===== src/rtl/fft_pkg.sv =====
// rtl/fft_pkg.sv - shared definitions for the FFT stage sequencer
// Purpose: FSM state encoding, default transform geometry and the
//          ping-pong bank-select convention.
// Ports:   none (package).
package fft_pkg;

  typedef enum logic [2:0] {
    ST_IDLE   = 3'd0,
    ST_LAUNCH = 3'd1,
    ST_RUN    = 3'd2,
    ST_DRAIN  = 3'd3,
    ST_DONE   = 3'd4
  } seq_state_e;

  localparam int DEF_N_POINTS = 16;
  localparam int DEF_LOG2N    = 4;
  localparam int DEF_STAGE_W  = 3;

  // o_bank names the read bank; the datapath writes the opposite bank.
  // Every transform reads its input from this bank in stage 0.
  localparam logic BANK_FIRST = 1'b0;

endpackage


===== src/rtl/fft_stage_seq_if.sv =====
// rtl/fft_stage_seq_if.sv - control/datapath signal bundle of the stage sequencer
// Purpose: groups go/abort/dv inputs and the sequencer outputs.
// Ports:   master drives i_go, i_abort, i_dv and observes the outputs;
//          slave (the sequencer) drives o_start, o_stage, o_bank, o_we,
//          o_busy, o_done, o_err.
interface fft_stage_seq_if
  import fft_pkg::*;
#(
  parameter int STAGE_W = DEF_STAGE_W
) ();

  logic               i_go;
  logic               i_abort;
  logic               i_dv;
  logic               o_start;
  logic [STAGE_W-1:0] o_stage;
  logic               o_bank;
  logic               o_we;
  logic               o_busy;
  logic               o_done;
  logic               o_err;

  modport master (
    output i_go, i_abort, i_dv,
    input  o_start, o_stage, o_bank, o_we, o_busy, o_done, o_err
  );

  modport slave (
    input  i_go, i_abort, i_dv,
    output o_start, o_stage, o_bank, o_we, o_busy, o_done, o_err
  );

endinterface


===== src/rtl/fft_seq_wdog.sv =====
// rtl/fft_seq_wdog.sv - watchdog counter for stalled RUN phases
// Purpose: counts enabled cycles since the last clear and flags the cycle
//          that completes WDOG_CYCLES consecutive enabled, uncleared cycles.
// Ports:   clk, rst_n (async active-low); i_clr zeroes the count;
//          i_en counts; o_term terminal flag (combinational).
module fft_seq_wdog #(
  parameter int WDOG_CYCLES = 255
) (
  input  logic clk,
  input  logic rst_n,
  input  logic i_clr,
  input  logic i_en,
  output logic o_term
);

  localparam int CW = $clog2(WDOG_CYCLES + 1);

  logic [CW-1:0] cnt_q;

  // cnt_q holds the idle cycles already elapsed, so the current cycle is
  // the WDOG_CYCLES-th one when cnt_q reaches WDOG_CYCLES-1.
  assign o_term = i_en & ~i_clr & (cnt_q == CW'(WDOG_CYCLES - 1));

  always_ff @(posedge clk or negedge rst_n) begin
    if (!rst_n) begin
      cnt_q <= '0;
    end else if (i_clr) begin
      cnt_q <= '0;
    end else if (i_en && !o_term) begin
      cnt_q <= cnt_q + CW'(1);
    end
  end

endmodule


===== src/rtl/fft_stage_seq.sv =====
// rtl/fft_stage_seq.sv - radix-2 FFT stage sequencer (launch/run/drain per stage)
// Purpose: runs LOG2N stages, one o_start per stage, counts N_POINTS/2
//          butterfly strobes, waits PIPE_LAT flush cycles, then advances the
//          stage and flips the ping-pong bank. Optional watchdog under
//          FFT_SEQ_WDOG_EN.
// Ports:   clk, rst_n (async active-low); bus (fft_stage_seq_if.slave):
//          i_go, i_abort, i_dv in; o_start, o_stage, o_bank, o_we (comb),
//          o_busy, o_done, o_err out.
module fft_stage_seq
  import fft_pkg::*;
#(
  parameter int N_POINTS    = DEF_N_POINTS,
  parameter int LOG2N       = DEF_LOG2N,
  parameter int STAGE_W     = DEF_STAGE_W,
  parameter int PIPE_LAT    = 2,
  parameter int WDOG_CYCLES = 255
) (
  input  logic             clk,
  input  logic             rst_n,
  fft_stage_seq_if.slave   bus
);

  localparam int BW = $clog2(N_POINTS / 2);
  localparam int DW = (PIPE_LAT > 1) ? $clog2(PIPE_LAT) : 1;
  localparam logic [BW-1:0]      BF_LAST    = BW'(N_POINTS / 2 - 1);
  localparam logic [DW-1:0]      DR_LOAD    = DW'(PIPE_LAT - 1);
  localparam logic [STAGE_W-1:0] STAGE_LAST = STAGE_W'(LOG2N - 1);

  seq_state_e         state_q, state_d;
  logic [BW-1:0]      bf_cnt_q;
  logic [DW-1:0]      dr_cnt_q;
  logic [STAGE_W-1:0] stage_q;
  logic               bank_q;
  logic               start_q, busy_q, done_q;
  logic               go_take, stage_adv, bf_inc, dr_load;
  logic               wdog_term;

`ifdef FFT_SEQ_WDOG_EN
  logic err_q;

  // Held clear outside RUN so it always starts from zero on RUN entry.
  fft_seq_wdog #(.WDOG_CYCLES(WDOG_CYCLES)) u_wdog (
    .clk    (clk),
    .rst_n  (rst_n),
    .i_clr  ((state_q != ST_RUN) | bus.i_dv),
    .i_en   (state_q == ST_RUN),
    .o_term (wdog_term)
  );

  always_ff @(posedge clk or negedge rst_n) begin
    if (!rst_n) begin
      err_q <= 1'b0;
    end else if (go_take) begin
      err_q <= 1'b0;
    end else if (wdog_term && !bus.i_abort) begin
      err_q <= 1'b1;
    end
  end

  assign bus.o_err = err_q;
`else
  assign wdog_term = 1'b0;
  assign bus.o_err = 1'b0;
`endif

  always_comb begin
    state_d   = state_q;
    go_take   = 1'b0;
    stage_adv = 1'b0;
    bf_inc    = 1'b0;
    dr_load   = 1'b0;
    if (state_q != ST_IDLE && bus.i_abort) begin
      state_d = ST_IDLE;
    end else begin
      case (state_q)
        ST_IDLE: begin
          if (bus.i_go) begin
            state_d = ST_LAUNCH;
            go_take = 1'b1;
          end
        end
        ST_LAUNCH: state_d = ST_RUN;
        ST_RUN: begin
          if (wdog_term) begin
            state_d = ST_IDLE;
          end else if (bus.i_dv) begin
            // The terminal strobe leaves RUN, so the count never wraps.
            if (bf_cnt_q == BF_LAST) begin
              state_d = ST_DRAIN;
              dr_load = 1'b1;
            end else begin
              bf_inc = 1'b1;
            end
          end
        end
        ST_DRAIN: begin
          if (dr_cnt_q == '0) begin
            if (stage_q == STAGE_LAST) begin
              state_d = ST_DONE;
            end else begin
              state_d   = ST_LAUNCH;
              stage_adv = 1'b1;
            end
          end
        end
        ST_DONE: state_d = ST_IDLE;
        default: state_d = ST_IDLE;
      endcase
    end
  end

  always_ff @(posedge clk or negedge rst_n) begin
    if (!rst_n) begin
      state_q  <= ST_IDLE;
      bf_cnt_q <= '0;
      dr_cnt_q <= '0;
      stage_q  <= '0;
      bank_q   <= 1'b0;
      start_q  <= 1'b0;
      busy_q   <= 1'b0;
      done_q   <= 1'b0;
    end else begin
      state_q <= state_d;
      // Pulse/status outputs are decoded from the next state so they are
      // registered and line up exactly with the state they describe.
      start_q <= (state_d == ST_LAUNCH);
      busy_q  <= (state_d != ST_IDLE);
      done_q  <= (state_d == ST_DONE);

      if (go_take || state_q == ST_LAUNCH) begin
        bf_cnt_q <= '0;
      end else if (bf_inc) begin
        bf_cnt_q <= bf_cnt_q + BW'(1);
      end

      if (dr_load) begin
        dr_cnt_q <= DR_LOAD;
      end else if (state_q == ST_DRAIN && dr_cnt_q != '0) begin
        dr_cnt_q <= dr_cnt_q - DW'(1);
      end

      if (go_take) begin
        stage_q <= '0;
        bank_q  <= BANK_FIRST;
      end else if (stage_adv) begin
        stage_q <= stage_q + STAGE_W'(1);
        bank_q  <= ~bank_q;
      end
    end
  end

  assign bus.o_start = start_q;
  assign bus.o_stage = stage_q;
  assign bus.o_bank  = bank_q;
  assign bus.o_busy  = busy_q;
  assign bus.o_done  = done_q;
  assign bus.o_we    = (state_q == ST_RUN) & bus.i_dv;

endmodule


===== src/flat_wrapper.sv =====
// flat-port wrapper written by rule: the top's interface ports become plain ports
module fft_stage_seq_flat import fft_pkg::*;
#(
  parameter int N_POINTS    = DEF_N_POINTS,
  parameter int LOG2N       = DEF_LOG2N,
  parameter int STAGE_W     = DEF_STAGE_W,
  parameter int PIPE_LAT    = 2,
  parameter int WDOG_CYCLES = 255
)
  (clk, rst_n, bus_i_go, bus_i_abort, bus_i_dv, bus_o_start, bus_o_stage, bus_o_bank, bus_o_we, bus_o_busy, bus_o_done, bus_o_err);
  fft_stage_seq_if #(.STAGE_W(STAGE_W)) bus_i ();
  input  logic clk;
  input  logic rst_n;
  input wire logic [$bits(bus_i.i_go)-1:0] bus_i_go;
  input wire logic [$bits(bus_i.i_abort)-1:0] bus_i_abort;
  input wire logic [$bits(bus_i.i_dv)-1:0] bus_i_dv;
  output wire logic [$bits(bus_i.o_start)-1:0] bus_o_start;
  output wire logic [$bits(bus_i.o_stage)-1:0] bus_o_stage;
  output wire logic [$bits(bus_i.o_bank)-1:0] bus_o_bank;
  output wire logic [$bits(bus_i.o_we)-1:0] bus_o_we;
  output wire logic [$bits(bus_i.o_busy)-1:0] bus_o_busy;
  output wire logic [$bits(bus_i.o_done)-1:0] bus_o_done;
  output wire logic [$bits(bus_i.o_err)-1:0] bus_o_err;
  assign bus_i.i_go = bus_i_go;
  assign bus_i.i_abort = bus_i_abort;
  assign bus_i.i_dv = bus_i_dv;
  assign bus_o_start = bus_i.o_start;
  assign bus_o_stage = bus_i.o_stage;
  assign bus_o_bank = bus_i.o_bank;
  assign bus_o_we = bus_i.o_we;
  assign bus_o_busy = bus_i.o_busy;
  assign bus_o_done = bus_i.o_done;
  assign bus_o_err = bus_i.o_err;
  fft_stage_seq #(.N_POINTS(N_POINTS), .LOG2N(LOG2N), .STAGE_W(STAGE_W), .PIPE_LAT(PIPE_LAT), .WDOG_CYCLES(WDOG_CYCLES)) u_core (.clk(clk), .rst_n(rst_n), .bus(bus_i));
endmodule

===== config.mk =====
export PLATFORM = sky130hd
export DESIGN_NAME = fft_stage_seq_flat
export DESIGN_NICKNAME = d
export VERILOG_FILES = /design/src/rtl/fft_pkg.sv /design/src/rtl/fft_stage_seq_if.sv /design/src/rtl/fft_seq_wdog.sv /design/src/rtl/fft_stage_seq.sv /design/src/flat_wrapper.sv
export SDC_FILE = /design/constraint.sdc
export NUM_CORES = 1
export LEC_CHECK = 0
export CORE_UTILIZATION = 49
export DETAILED_ROUTE_END_ITERATION = 7
export PLACE_DENSITY = 0.8
export SYNTH_ARGS = -nofsm -noshare
export SYNTH_HDL_FRONTEND = slang
export SYNTH_SLANG_ARGS = --single-unit

===== constraint.sdc =====
create_clock -name clk -period 2.1 [get_ports clk]
set_input_delay 0.42 -clock clk [delete_from_list [all_inputs] [get_ports clk]]
set_output_delay 0.42 -clock clk [all_outputs]
set_load 0.005 [all_outputs]

==> results of run 1 <==
[critical path, delay by kind of cell]
family / cells / cell delay, ns
and+or+nand+nor: 1 / 0.12
buffers and inverters: 3 / 1.07
[cells by family after synthesis]
group,count (synthesis)
other,1
and+or+nand+nor,27
buffers and inverters,5
adders and majority gates,4
muxes,6
DFF,14
AOI/OAI and AO/OA,11
[metal layers]
layer / vias to the layer above / part of all wire [%] / GRT usage, %
met1: 269 / 48 / 23.7
li1: 274 / - / -
met4: 0 / 1.9 / 9.68
met5: - / 0 / 0
met2: 12 / 46 / 31.3
met3: 5 / 3.7 / 3.26
[timing repair]
action	4_1_cts	5_1_grt
resized for setup	0	1
buffers inserted	0	0
setup endpoints to repair	0	1
[path summary, 6_finish.rpt]
path,startpoint,to,slack [ns],cells past startpoint
min in group asynchronous,rst_n,u_core.bus.o_start,0.51,1
max reg2reg,u_core.bus.o_stage[0],u_core.bus.o_busy,0.44,5
min,u_core.bus.o_bank,u_core.bus.o_bank,0.49,1
min reg2reg,u_core.bus.o_bank,u_core.bus.o_bank,0.49,1
max in group asynchronous,rst_n,u_core.state_q[2],1.16,1
max,bus_i_dv,bus_o_we,0.07,4
[synthesized netlist by cell type (all sizes together)]
cell     number
or2           1
ha            4
a222oi        1
and3b         1
a211oi        1
inv           3
mux2i         6
nand4bb       2
dfrtp        14
nor2b         1
and2          1
nand2         5
nor2          5
nand3         1
a211o         1
nor4b         1
or4b          1
o21bai        1
nor3          3
nand2b        4
o21ai         7
conb          1
buf           2
nor4          1
[power by group]
part | internal, mW | switching [mW] | total, mW
sequential | 0.331 | 0.0687 | 0.399
clock | 0.106 | 0.0883 | 0.194
combinational | 0.174 | 0.129 | 0.303
total | 0.610 | 0.286 | 0.896
[area by class of cell]
class / instances / area (um2)
Clock buffer: 4 / 36.3
Fill cell: 112 / 440
Inverter: 3 / 11.3
Multi-Input combinational cell: 49 / 373
Sequential cell: 14 / 352
Tap cell: 15 / 18.8
Timing Repair Buffer: 14 / 135
[flip-flops by register name, summed over array words and instances, names as in the netlist]
register	flops
u_core.bf_cnt_q	3
u_core.bus.o_stage	3
u_core.state_q	3
u_core.bus.o_bank	1
u_core.bus.o_busy	1
u_core.bus.o_done	1
u_core.bus.o_start	1
u_core.dr_cnt_q	1
[through the flow]
step | cell area, um2 | worst slack (ns) | instances
floorplan | 749 | 0.573 | 68
CTS | 925 | 0.0595 | 99
detailed placement | 888 | 0.0659 | 95
global placement | 888 | 0.0708 | 95
finish | 926 | 0.0675 | 99
global route | 926 | 0.0189 | 99
==> results.toml, run 1 <==
[synthesis]
synth_nets = 77
synth_top_family_by_area = "simple AND/OR/NAND/NOR gates"
synthAdderAreaFrac_pct = 6.68
ys_warn_count = 0
synth_cell_type_count = 29
synth_mux_area_share_pct = 8.01
ys_seq_area_share_pct = 46.7
syn_area_per_cell_um2 = 11.0
synthSimpleGateAreaFrac_pct = 25.4
ys_seq_elements = 14
synth_top_cell_area_share_pct = 46.7
syn-cell-area_um2 = 749
synth_xor_xnor_area_share_pct = 0
synth_area_leader_cell = "dfrtp_1"
ys_top_cells_by_area = "dfrtp_1 47%, mux2i_1 8.0%, ha_1 6.7%, o21ai_0 4.0%, nand4bb_4 3.7%"
syn_inst = 68
synth_compound_gate_area_share_pct = 9.18

[sta]
drv_slew = 0
finClkSkew_ns = 0.000810
hold_violations = 0
max_freq_ghz = 0.492
min_period_ns = 2.03
post-route-period-util_pct = 96.8
fin_tns_setup_ns = 0
setup_violations = 0
hold_ws_ns = 0.488
grt_setup_unrepaired = "no"
worst_pin_slew_ns = 0.604
slew_headroom_pct = 59.6

[clock_tree]
ctsLongestPathBuffers = 2
cts_buffers = 3
clk_pin_slew_ns = 0.08
ctsHoldBuffers = 0
cts_tree = "done"
numClockSinks = 14
h-tree-depth = 1
insertion_delay_ns = 0.28
clockRootBuffer = "clkbuf_4"

[global_route]
antenna_found_initial = 0
grt_pass1_vias = 505
grt_max_degree = 15
grt_overflow_total = 0
grt_util_all_layers_pct = 19.0
grt_pass1_wl_mm = 2.03

[final_layout]
num_antenna_cells = 0
area_growth_pct = 23.5
drive_above_1_share_pct = 14.3
layout.cells.most_common = "dfrtp_1"
nets = 94
mostFrequentLayoutCells = "13 x dfrtp_1, 12 x clkdlybuf4s50_1, 6 x mux2i_1, 6 x o21ai_0"
final_core_util_pct = 67.8

[floorplan]
row_count = 13
core_area_um2 = 1370
die_h_um = 41.1
die-area_um2 = 1690
floorplan.io_pins = 14
die_x_um = 41.1
initial_utilization_pct = 54.9

[placed_design]
dp_hpwl_um = 995
gp_congestion = 0.785
port_buffers = 12

[worst_setup_path]
cp_common_cell = "clkdlybuf4s50_1"
cp.arrival_ns = 1.61
crit_required_ns = 1.68
max_stage_delay_ns = 0.50
crit_path_end_kind = "output port"
worstPathCellList = "clkdlybuf4s50_1 > nand4bb_4 > inv_2 > clkdlybuf4s50_1"
cpMaxStageDelayCell = "clkdlybuf4s50_1"
critical_path.max_fanout = 3
startpoint_type = "primary input"
path_class = "in2out"

[power]
ir_drop_uv = 630
powerDensity_nw_per_um2 = 968
p_leak_nw = 0.397
finalPower_uw = 896

[route]
wl_per_cell_um = 13.5
antenna_left = 0
via_per_inst = 5.66
drc = 0
first_pass_iters = 4
dr_total_vias = 560
drtIter0Drc = 9
drt_wl_total_mm = 1.33

[run_status]
status = "finished, final reports clean"

[worst_hold_path]
worstHoldPathType = "reg2reg"

[flow_run]
cap_violations = 0
No activity file was read; power rests on OpenSTA's default activity.
==> run 2, diff against run 1 <==
--- a/config.mk
+++ b/config.mk
@@ -5,7 +5,9 @@
 export SDC_FILE = /design/constraint.sdc
 export NUM_CORES = 1
 export LEC_CHECK = 0
+export CAP_MARGIN = 0
 export CORE_UTILIZATION = 49
+export CTS_BUF_LIST = sky130_fd_sc_hd__clkbuf_16
 export DETAILED_ROUTE_END_ITERATION = 7
 export PLACE_DENSITY = 0.8
 export SYNTH_ARGS = -nofsm -noshare
==> run 2 against run 1 <==
Against the previous run: clock power increased by 85%; non-clock buffer count unchanged; maximum frequency increased by 0.19%; global-route usage increased by 0.91 points; sequential share of layout area decreased by 1.8 points; via count increased by 1.1%; first-iteration DRC count increased by 22%; utilization increased by 3.0 points; worst setup slack improved by 0.0038 ns; wire length increased by 2.8%; flip-flop and latch count unchanged.
==> results.toml, run 2 (same netlist as run 1, synthesis figures left out) <==
[sta]
slew_headroom_pct = 60.2
post-route-period-util_pct = 96.6
drv_slew = 0
finClkSkew_ns = 0.00241
worst_pin_slew_ns = 0.594
max_freq_ghz = 0.493
fin_tns_setup_ns = 0
grt_setup_unrepaired = "no"
setup_violations = 0
min_period_ns = 2.03
hold_violations = 0

[final_layout]
mostFrequentLayoutCells = "14 x dfrtp_1, 12 x clkdlybuf4s50_1, 6 x mux2i_1, 6 x o21ai_0"
nets = 94
num_antenna_cells = 0
layout.cells.most_common = "dfrtp_1"
area_growth_pct = 29.0
final_core_util_pct = 70.8
fillerInstances = 105
final_area_um2 = 967
drive_above_1_share_pct = 11.9
fin_cells = 99

[global_route]
gr-usage-met2_pct = 34.0
grt_overflow_total = 0
grt_busiest_layer = "met2"
grt_use_met3_pct = 4.89
met1_usage_pct = 23.0
antenna_found_initial = 0
grt_pass1_vias = 508
grt_pass1_wl_mm = 2.08
grt_max_degree = 15
grt_util_all_layers_pct = 19.9

[clock_tree]
postCtsSetupBuffers = 0
h-tree-depth = 1
clockRootBuffer = "clkbuf_16"
numClockSinks = 14
insertion_delay_ns = 0.24
cts_buffers = 3
cts_tree = "done"
ctsLongestPathBuffers = 2
clk_pin_slew_ns = 0.05
cts_resized = 0
ctsHoldBuffers = 0

[worst_setup_path]
crit_path_end_kind = "output port"
critical_path.max_fanout = 3
r2r_setup_slack_ns = 0.42
path_class = "in2out"
cp.arrival_ns = 1.61
reg2reg_depth = 5
startpoint_type = "primary input"
worstReg2RegEnd = "u_core.bus.o_busy"
crit_required_ns = 1.68
regToRegStartpoint = "u_core.bus.o_stage[0]"

[route]
drtIter0Drc = 11
drt_wl_total_mm = 1.37
drc = 0
wl_per_cell_um = 13.8
antenna_left = 0
via_per_inst = 5.72
first_pass_iters = 4
dr_total_vias = 566

[placed_design]
dp_hpwl_um = 995
port_buffers = 12
dpl-instance-area_um2 = 888
gp_congestion = 0.785
place_inst = 95

[floorplan]
die_x_um = 41.1
floorplan.io_pins = 14
die-area_um2 = 1690
initial_utilization_pct = 54.9
die_h_um = 41.1
row_count = 13
core_area_um2 = 1370

[power]
ir_drop_uv = 643
powerDensity_nw_per_um2 = 1100
p_leak_nw = 0.416

[flow_run]
cap_violations = 0

[worst_hold_path]
worstHoldPathType = "reg2reg"
min_to = "u_core.bus.o_bank"
min_from = "u_core.bus.o_bank"
holdPathStages = 1

[run_status]
status = "finished, final reports clean"
## run 2: how the worst max path moves through the flow
stage,slack (ns),startpoint,endpoint
floorplan,0.57,u_core.bus.o_stage[0],u_core.bus.o_busy
detailed placement,0.07,bus_i_dv,bus_o_we
finish,0.07,bus_i_dv,bus_o_we
CTS,0.06,bus_i_dv,bus_o_we
global placement,0.07,bus_i_dv,bus_o_we
global route,0.02,bus_i_dv,bus_o_we
## run 2: layout make-up
cell class | count | area [um2] | area share [%]
timing repair buffer | 14 | 135 | 14.0
clock inverter | 1 | 3.75 | 0.388
sequential | 14 | 350 | 36.2
multi-input combinational | 49 | 373 | 38.6
inverter | 3 | 11.3 | 1.16
tap | 15 | 18.8 | 1.94
clock buffer | 3 | 75.1 | 7.76
## run 2: layer usage
layer	wire length, um	vias up
li1	-	279
met1	628	270
met2	671	13
met3	53	4
met4	18	0
met5	0	-
## run 2: critical path, cell delays in order
cell and delay, ns:
clkdlybuf4s50_1 0.50, nand4bb_4 0.11, inv_2 0.08, clkdlybuf4s50_1 0.49
## run 2: report_power, final
part           internal (mW)  switching [mW]
Clock                  0.251           0.106
Combinational          0.174           0.130
Sequential             0.332          0.0712
## run 2: through the flow
stage	power, mW	hold slack, ns	worst slack [ns]
3_3_place_gp	0.701	0.466	0.0708
5_1_grt	1.12	0.502	0.0219
2_1_floorplan	0.574	0.124	0.573
4_1_cts	1.07	0.484	0.0624
3_5_place_dp	0.707	0.474	0.0659
6_report	1.06	0.484	0.0713
==> variant, RTL diff (settings of run 2) <==
Encoding of `seq_state_e`: now Gray code (3 bits for 5 states).
--- a/src/rtl/fft_pkg.sv
+++ b/src/rtl/fft_pkg.sv
@@ -6,9 +6,9 @@
 
   typedef enum logic [2:0] {
-    ST_IDLE   = 3'd0,
-    ST_LAUNCH = 3'd1,
-    ST_RUN    = 3'd2,
-    ST_DRAIN  = 3'd3,
-    ST_DONE   = 3'd4
+    ST_IDLE   = 3'b000,
+    ST_LAUNCH = 3'b001,
+    ST_RUN    = 3'b011,
+    ST_DRAIN  = 3'b010,
+    ST_DONE   = 3'b110
   } seq_state_e;
 
Function: same outputs for any inputs over 10 cycles, from zero or initial values and one cycle with rst_n low; not proved beyond that.
==> variant against run 2 <==
  * Global-route usage is 0.32 points higher
  * First-iteration DRC count is 9.1% lower
  * Worst hold slack better by 1.3 ps
  * Critical endpoint unchanged
  * Clock skew is 2.0 ps lower
  * Sequential cell count stayed put
  * Total power is 4.3% lower
  * Routed wire length is 8.4% higher
  * Cell count is 6.1% higher
  * Setup slack better by 47 ps
  * Synthesized area is 2.8% higher
  * Largest power group unchanged
  * Largest cell class unchanged
  * Final area is 3.9% higher
==> variant: results (changes against run 2) <==
The clock latency at the later pin of the worst-skew pair was 240 ps (about the same). The arrival time of the worst setup path is 1560 ps (-50 ps). The run gives 82 (+6.5%) as the net count after synthesis. Internal cell power: 740 uW (-2.3%).

The largest fanout of any net on the critical path is 2 (-1). The tools report the number of different library cells in the post-synthesis netlist as 31 (+6.9%). The commonest cells after synthesis are 14 x dfrtp_1, 7 x nor2_1.

The first-pass GRT wire length is 2690 um (+29%), and the wire length on met1 is 794 um (+26%). After synthesis, the cell types taking the most area are dfrtp_1 45%, ha_1 6.5%, o31ai_1 3.9%, nor2_1 3.4%, nor2b_1 3.2%. The setup slack of the worst register-to-register path came out at 510 ps (+90 ps).

The logs give 0.203 (+0.00324) for the aggregate global-route resource usage and 485 ps (+1.34 ps) for the worst hold slack after final layout. The overall routed net length came out at 1490 um (+8.4%). The share of layout cells above drive strength 1 is 0.156 (+0.0365). The run gives 0.301 (+0.0706) as the global routing usage on met1.

The run gives 0.453 ps (-1.96 ps) as the worst clock skew on the final layout. The met3 usage came out at 0.0391 (-0.00978). The static leakage came out at 0.000465 uW (+12%). Adder and majority gate portion of the synthesized area: 0.0649 (-0.00184). The initial antenna violation count came out at 0 (unchanged). The startpoint identified for the worst register-to-register timing path is u_core.bus.o_stage[0].

The wire length on met2 was 601 um (-10%). The share of cell area taken by muxes after synthesis is 0.0552 (-0.0249). The total of buffers placed on input and output ports works out to 12 (unchanged). For the number of inserted filler cells in the final layout, the log shows 93 (-11%). The final net count is 101 (+7.4%). The cell area after placement came out at 930 um2 (+4.6%). The post-synthesis cell count was 73 (+7.4%).

Placer's final routability congestion estimate: 0.782 (-0.41%). Worst IR drop on VDD: 0.000684 V (+6.4%). The flow ran to the end, and the final reports show no timing, DRC or antenna violations. The tools report the number of antenna repair diodes as 0 (unchanged). The slew at the pin closest to its max-slew limit was 619 ps (+24.2 ps). The placed wire-length estimate after detailed placement is 1030 um (+3.5%). DRC marker count from the first detailed-route iteration: 10 (-1).

The startpoint identified for the worst hold timing path is u_core.bf_cnt_q[0]. The cell count of the worst reg-to-reg path was 5 (unchanged). The tools report the number of global-route vias before repair as 619 (+22%). The per-cell via count in the routed design was 5.92 (+3.6%); the part of the Yosys area used for sequential elements was 0.455 (-0.0129).

The last element of the critical path is bus_o_we. The total met3 wirelength after detailed routing is 58 um (+9.4%). Endpoint of the lowest-slack register-to-register path: u_core.bus.o_stage[1]. The complex-gate fraction of the synthesized area was 0.161 (+0.0689). For hold timing, the worst endpoint is u_core.bf_cnt_q[0]. Clock-pin slew was measured on the worst setup and hold paths at 40 ps.

The routed wire length per instance is 14.2 um (+2.2%), and the met2 layer usage reported by global route is 0.281 (-0.0586).
variant: area by class of cell:
class,count,share of cell area
clock buffer,3,0.0747
inverter,1,0.00374
multi-input combinational,53,0.382
sequential,14,0.349
tap,15,0.0187
timing repair buffer,19,0.172
variant: critical path: stages:
cell and delay, ps:
clkdlybuf4s50_1 470, and4b_1 180, clkdlybuf4s50_1 490
variant: cells by family after synthesis:
logic type / count (synthesis)
compound gates: 17
fa+ha+maj: 4
buf+inv: 6
flops: 14
mux: 4
other cells: 1
simple gates: 27
variant: stage by stage:
stage | utilization | setup WS (ps)
6_report | 0.727 | 118
5_1_grt | 0.727 | 82.6
4_1_cts | 0.727 | 109
3_5_place_dp | 0.672 | 123
3_3_place_gp | 0.672 | 117
2_1_floorplan | - | 487
variant: power groups by stage:
stage	Combinational, uW	Sequential, uW	Clock [uW]
2_1_floorplan	158	367	0
3_3_place_gp	301	364	0
3_5_place_dp	304	365	0
4_1_cts	307	361	356
5_1_grt	335	368	369
6_report	306	363	349
